--- src/rtl/ab_pattern_gen.sv ---
// ab_pattern_gen: programmable a/b stimulus player (optional wrap mode via AB_PATGEN_LOOP_EN)
module ab_pattern_gen #(
    parameter int DEPTH  = 8,
    parameter int HOLD_W = 4
) (
    input  logic                       clk,
    input  logic                       rst,
    input  logic                       wr_en,
    input  logic [$clog2(DEPTH)-1:0]   wr_addr,
    input  logic [HOLD_W+1:0]          wr_data,
    input  logic [$clog2(DEPTH):0]     cfg_len,
    input  logic                       start,
    input  logic                       stop,
    input  logic                       loop,
    output logic                       a,
    output logic                       b,
    output logic                       busy,
    output logic                       done,
    output logic [$clog2(DEPTH)-1:0]   step_idx
);
    localparam int AW = $clog2(DEPTH);
    localparam int DW = HOLD_W + 2;
    typedef enum logic [1:0] {IDLE, PLAY, DONE} state_t;
    state_t              state_q, state_d;
    logic [DW-1:0]       mem_q [DEPTH];
    logic                a_q, a_d, b_q, b_d;
    logic [AW-1:0]       idx_q, idx_d, ld_idx;
    logic [HOLD_W-1:0]   hold_q, hold_d;
    logic [AW:0]         len_q, len_d, len_in;
    logic [DW-1:0]       ld;
    logic                last;
    assign len_in   = (cfg_len > (AW+1)'(DEPTH)) ? (AW+1)'(DEPTH) : cfg_len;
    assign last     = ({1'b0, idx_q} == len_q - 1'b1);
    assign ld_idx   = (state_q == PLAY && !last) ? idx_q + 1'b1 : '0;
    assign ld       = mem_q[ld_idx];
    assign a        = a_q;
    assign b        = b_q;
    assign step_idx = idx_q;
    assign busy     = (state_q == PLAY);
    assign done     = (state_q == DONE);
`ifndef AB_PATGEN_LOOP_EN
    logic unused_loop;
    assign unused_loop = loop;
`endif
    // pattern memory, writable at any time and deliberately left out of reset
    always_ff @(posedge clk) begin
        if (wr_en) mem_q[wr_addr] <= wr_data;
    end
    // next state: start/stop handling, hold countdown and step loading
    always_comb begin
        state_d = state_q;
        a_d     = a_q;
        b_d     = b_q;
        idx_d   = idx_q;
        hold_d  = hold_q;
        len_d   = len_q;
        case (state_q)
            IDLE: if (start && !stop && len_in != '0) begin
                state_d = PLAY;
                len_d   = len_in;
                idx_d   = '0;
                {hold_d, a_d, b_d} = ld;
            end
            PLAY: if (stop) begin
                state_d = IDLE;
                {a_d, b_d} = 2'b00;
                idx_d   = '0;
                hold_d  = '0;
            end else if (hold_q != '0) begin
                hold_d = hold_q - 1'b1;
            end else if (!last) begin
                idx_d = ld_idx;
                {hold_d, a_d, b_d} = ld;
`ifdef AB_PATGEN_LOOP_EN
            end else if (loop) begin
                idx_d = '0;
                {hold_d, a_d, b_d} = ld;
`endif
            end else begin
                state_d = DONE;
                {a_d, b_d} = 2'b00;
                idx_d   = '0;
            end
            default: state_d = IDLE;
        endcase
    end
    // state and output registers
    always_ff @(posedge clk) begin
        if (rst) begin
            state_q <= IDLE;
            a_q     <= 1'b0;
            b_q     <= 1'b0;
            idx_q   <= '0;
            hold_q  <= '0;
            len_q   <= '0;
        end else begin
            state_q <= state_d;
            a_q     <= a_d;
            b_q     <= b_d;
            idx_q   <= idx_d;
            hold_q  <= hold_d;
            len_q   <= len_d;
        end
    end
endmodule

--- config.mk ---
export PLATFORM = sky130hd
export DESIGN_NAME = ab_pattern_gen
export DESIGN_NICKNAME = d
export VERILOG_FILES = /design/src/rtl/ab_pattern_gen.sv
export SDC_FILE = /design/constraint.sdc
export NUM_CORES = 1
export LEC_CHECK = 0
export CORE_MARGIN = 4
export CORE_UTILIZATION = 51
export DETAILED_ROUTE_END_ITERATION = 8
export PLACE_DENSITY = 0.72
export SYNTH_ARGS = -nofsm -noshare
export SYNTH_HDL_FRONTEND = slang
export SYNTH_SLANG_ARGS = --single-unit
export TNS_END_PERCENT = 100
--- constraint.sdc ---
create_clock -name clk -period 2 [get_ports clk]
set_input_delay 0.4 -clock clk [delete_from_list [all_inputs] [get_ports clk]]
set_output_delay 0.4 -clock clk [all_outputs]
set_load 0.05 [all_outputs]
After elaboration in Yosys (flattened, before gate mapping)
Memory sizes are Yosys's and may differ from the RTL's.
Index checks and enable logic that the tools add are counted.
{"block": "totals", "regBits": 15, "ramBits": 48, "input_bits": 19, "output_inout_bits": 7, "word_cells": 60, "memories": 1}
{"block": "op_classes", "n_addsub": 3, "order_cmp": 1, "n_eq_ne": 7, "mux": 29, "reduce_logical": 13}
{"memory": "mem_q", "words": 8, "word_bits": 6, "rd": 1, "rd_ports_with_merged_regs": 0, "write_ports": 1, "line": "25", "rtl": "logic [DW-1:0] mem_q [DEPTH];"}
{"cell": "$mux 4", "count": 5}
{"cell": "$mux 3", "count": 5}
{"cell": "$mux 1", "count": 10}
{"cell": "$reduce_and 3->1", "count": 3}
{"cell": "$mux 2", "count": 4}
{"cell": "$pmux 4 s2", "count": 1}
{"cell": "$reduce_bool 4->1", "count": 2}
{"cell": "$sub 4x1->4 const B", "count": 2}
{"cell": "$pmux 3 s2", "count": 1}
{"cell": "$eq 3x4->1", "count": 1}
{"cell": "$gt 4x4->1 const B", "count": 1}
{"cell": "$ne 4x3->1 const B", "count": 1}
{"cell": "$pmux 1 s2", "count": 2}
{"cell": "$pmux 2 s2", "count": 1}
{"cell": "$add 3x1->3 const B", "count": 1}
{"cell": "$logic_and 1x1->1", "count": 3}
{"cell": "$ne 3x2->1 const B", "count": 1}
{"cell": "$ne 3x3->1 const B", "count": 1}
{"cell": "$eq 2x1->1 const B", "count": 1}
{"cell": "$eq 2x2->1 const B", "count": 1}
{"cell": "$logic_not 1->1", "count": 2}
{"cell": "$logic_not 2->1", "count": 1}
{"cell": "$ne 2x2->1 const B", "count": 1}
{"cell": "$reduce_and 2->1", "count": 1}
{"cell": "$reduce_bool 2->1", "count": 1}

Depth between registers and ports, before layout
An unclocked memory read counts as a cell.
{"block": "depth", "ltp_word": 10, "mapped_depth": 9, "mapped_depth_nobuf": 8}

Worst setup path before layout
No wires, ideal clock.
{"block": "synth_path", "path_type": "register to register", "from": "reg idx_q[1] (netlist: step_idx[1])", "to": "reg hold_q[2]", "setup_time_ns": 0.137, "t_arrival_ns": 2.233, "t_required_ns": 1.863, "path_slack_ns": -0.370, "stages_incl_launch_ff": 7, "n_path_buf": 0, "synth_period_minus_slack_ns": 2.370, "cell_sequence": "dfxtp_1 ha_1 xor2_4 mux4_1 a21oi_1 o2bb2ai_1 o32ai_1"}
{"block": "synth_between", "elab_chain_cells": 9, "word_cells_on_any_way": 13, "cone_classes": "1 x add/sub; 2 x eq/ne; 6 x mux; 3 x reduce/logical; 1 x memory"}
{"element": "start: declaration", "line": "27", "rtl": "logic [AW-1:0] idx_q, idx_d, ld_idx;"}
{"element": "start signal: assignment", "line": "100", "rtl": "idx_q <= idx_d;"}
{"element": "parallel branches: the longest is 9 deep, another holds $mem_v2 8x6"}
{"element": "end signal: assignment", "line": "101", "rtl": "hold_q <= hold_d;"}
{"element": "end: declaration", "line": "28", "rtl": "logic [HOLD_W-1:0] hold_q, hold_d;"}
Parallel ways; which one is timed is not known. The select of a mux whose other input is x is not followed.
A chain may end at the register's enable or synchronous reset.

Final worst setup path
{"block": "layout_path", "from": "reg len_q[0]", "to": "reg hold_q[3]"}
{"block": "layout_between", "elab_chain_cells": 10, "word_cells_on_any_way": 13, "cone_classes": "1 x add/sub; 2 x eq/ne; 6 x mux; 3 x reduce/logical; 1 x memory"}
{"element": "start: declaration", "line": "29", "rtl": "logic [AW:0] len_q, len_d, len_in;"}
{"element": "start signal: assignment", "line": "102", "rtl": "len_q <= len_d;"}
{"element": "$sub 4x1->4 (*)", "line": "33", "rtl": "assign last = ({1'b0, idx_q} == len_q - 1'b1);"}
{"element": "$eq 3x4->1 (*)", "line": "33"}
{"element": "$logic_not 1->1"}
{"element": "$logic_and 1x1->1", "line": "34", "rtl": "assign ld_idx = (state_q == PLAY && !last) ? idx_q + 1'b1 : '0;"}
{"element": "$mux 3", "line": "34"}
{"element": "$mem_v2 8x6"}
{"element": "$mux 4", "line": "71", "rtl": "end else if (!last) begin"}
{"element": "$mux 4", "line": "69", "rtl": "end else if (hold_q != '0) begin"}
{"element": "$mux 4", "line": "64", "rtl": "PLAY: if (stop) begin"}
{"element": "$pmux 4 s2", "line": "57", "rtl": "case (state_q)"}
Mark *: on every way between the ends. The rest lies on a longest branch, timed or not. The select of a mux whose other input is x is not followed.

==> metrics.txt <==
Slew HR=0.673; detailed placement HPWL=between 4 and 5 mm; Worst-Skew Late Latency=0.33 ns; Cell Rows=26; H-tree depth=3; hold endpoint=a; antenna viol nets, final=0; hold_sp=a; vias in the first global route=2022; top-count cell post-synth=edfxtp_1; CTS Buffer Depth=2; Max VDD drop=0.813 mV; Total Routing Usage GR=0.201; P_leak=between 1 and 1.5 nW; Mapped Nets=240; Power Dens Cells=905 mW/mm^2; PortBufs=24; Crit Path Class=register to register; Yosys cell types=46; Mapped Cells=between 200 and 250; die width=82.1 um; Synth area leader=edfxtp_1; Multi-input gate area=0.00112 sq mm; Post-synth top cells=edfxtp_1 (48), nor2_1 (27), dfxtp_1 (15), nand2_1 (14), a21oi_1 (12); global route overflow=0; DRC=0; DRT Pass-1 Iters=4; flip-flop and latch count after synthesis=63; top_reg_cell synth=edfxtp_1; initial DRC count=150; total power=3.40 mW; setup ws final=-0.0177 ns; Ports=26; Yosys top cell area share=0.515; die footprint=~0.0067 sq mm; FF-to-FF End=hold_q[3]; Post-Syn Area=approximately 0.0028 sq mm; first-pass GRT wire length=9.78 mm; DRT Wirelength=between 6 and 7 mm; CTS tree=done; clock-pin slew on the worst setup and hold paths=0.07 ns; top post-synthesis cells by area=edfxtp_1 (51%), dfxtp_1 (11%), mux4_2 (4.8%), nor2_1 (3.6%), a21oi_1 (2.1%); root buffer cell=clkbuf_8; Synth Area per Inst=12.9 sq um; Starting Density=0.538; register area share after synthesis=0.622; Critical R2R Launch=len_q[0]; Area Growth Syn to Fin=34.1%; critical path peak fanout=10; Tmin final=2.02 ns; Slew Viols, Final=0; maximum number of pins on one net before global-route repair=25; vias=1971; worst reg-to-reg setup slack=-0.02 ns; Reg area=0.00175 sq mm; vias per cell=5.54; CTS sink cnt=63; Worst Hold Margin=~0.45 ns; # Max-Cap Violations=0; yosys warns=0; Hold Buf Count CTS=0; layout cells sized above 1=0.318; reg2reg path depth=9; Hold Crit Class=register to register; CP required=2.25 ns; Slew @ Worst Pin=0.489 ns; Fmax=496 MHz; fin crit share=1.01; RSZ-0062 raised after global routing=true; failing checks=negative setup slack; initial antenna violation count=0; Post-synth ARST share=0; Fillers=355; Arr. time, crit path=2.27 ns; Die Ht=a little over 80 um; startpoint types=register; CORE AREA=about 0.0052 sq mm; CP Capture Type=register; Post-layout nets=304; Antenna Cells=0; Post-synth EDFFs=48; final hold vios=0; Setup Viol. Count Final=1; Num CTS Buffers=9; routed len/inst=approximately 17 um; status=complete, but fails checks; clock skew=0.00487 ns; Final GP Congestion=0.903; WHS Path Cells=2
==> worst max path at each step <==
stage                           start          end  slack (ns)  cells after the start
after floorplan           step_idx[1]    hold_q[2]       -0.02                      6
after global placement     cfg_len[2]    hold_q[2]       -0.09                      7
after detailed placement   cfg_len[2]    hold_q[2]       -0.11                      7
after CTS                    len_q[0]    hold_q[0]       -0.05                     10
after global routing         len_q[0]  step_idx[2]       -0.09                      8
final                        len_q[0]    hold_q[3]       -0.02                      9
==> routing by layer <==
layer  share of wire  track usage  routed length (um)
met5               0            0                   0
met4           0.019       0.0914                 115
met3           0.040       0.0347                 241
met2            0.51        0.342                3070
met1            0.43        0.252                2590
==> power breakdown <==
group	switching (mW)	leakage [nW]	internal, mW
logic	0.301	0.636	0.267
clock network	0.500	0.121	0.832
registers	0.0329	0.562	1.47
total	0.834	1.32	2.57
==> kinds of logic after synthesis <==
family / synth area share
simple gates: 0.127
xor+xnor: 0.0223
mux: 0.0831
buf+inv: 0.0197
fa+ha+maj: 0.0179
compound gates: 0.108
flops: 0.622
==> cells in the final DEF, fill, tap and decap left out, drive strengths merged, types with 2 or more instances in the layout <==
cell type / instances
a211oi: 2
a21oi: 12
a22oi: 2
buf: 41
bufinv: 3
clkbuf: 9
clkdlybuf4s50: 19
clkinv: 3
dfxtp: 15
edfxtp: 48
ha: 4
inv: 7
mux2i: 6
mux4: 7
nand2: 14
nand2b: 6
nand3: 3
nand3b: 2
nor2: 27
nor2b: 3
nor3: 8
nor3b: 3
o21a: 3
o21ai: 12
o221ai: 2
o32ai: 3
xnor2: 3
xor2: 2
==> worst max-delay path: stages (launching register included) <==
cell and delay [ns]:
dfxtp_2 0.35, inv_2 0.05, ha_4 0.15, xor2_2 0.14
nor4b_2 0.24, buf_4 0.17, o31ai_4 0.06, buf_4 0.19
a221o_1 0.33, o32ai_2 0.24
==> state kept, by name, summed over array words and instances (netlist names) <==
| signal | count |
|---|---|
| a | 1 |
| b | 1 |
| hold_q | 4 |
| len_q | 4 |
| mem_q | 48 |
| state_q | 2 |
| step_idx | 3 |
==> metrics by stage <==
step	setup TNS, ns	setup WS, ns	utilization	cell area [sq um]	cells
floorplan	-0.0355	-0.0182	-	2820	217
global placement	-0.771	-0.0919	0.651	3390	340
detailed placement	-0.822	-0.111	0.651	3390	340
CTS	-0.0902	-0.0483	0.708	3680	357
global route	-0.459	-0.0900	0.722	3760	356
finish	-0.0177	-0.0177	0.722	3760	356
==> area by class of cell <==
class	instances	share of cell area
clock buffers	9	0.0330
clock inverters	7	0.0320
inverters	6	0.00599
multi-input cells	140	0.299
flip-flops and latches	63	0.467
well taps	70	0.0233
repair buffers	61	0.140
==> repair_timing <==
action,CTS,global route
pin swaps,6,9
setup buffers,1,1
resized for setup,11,20
endpoints found under the setup margin,7,9
(Power assumes the default switching activity.)
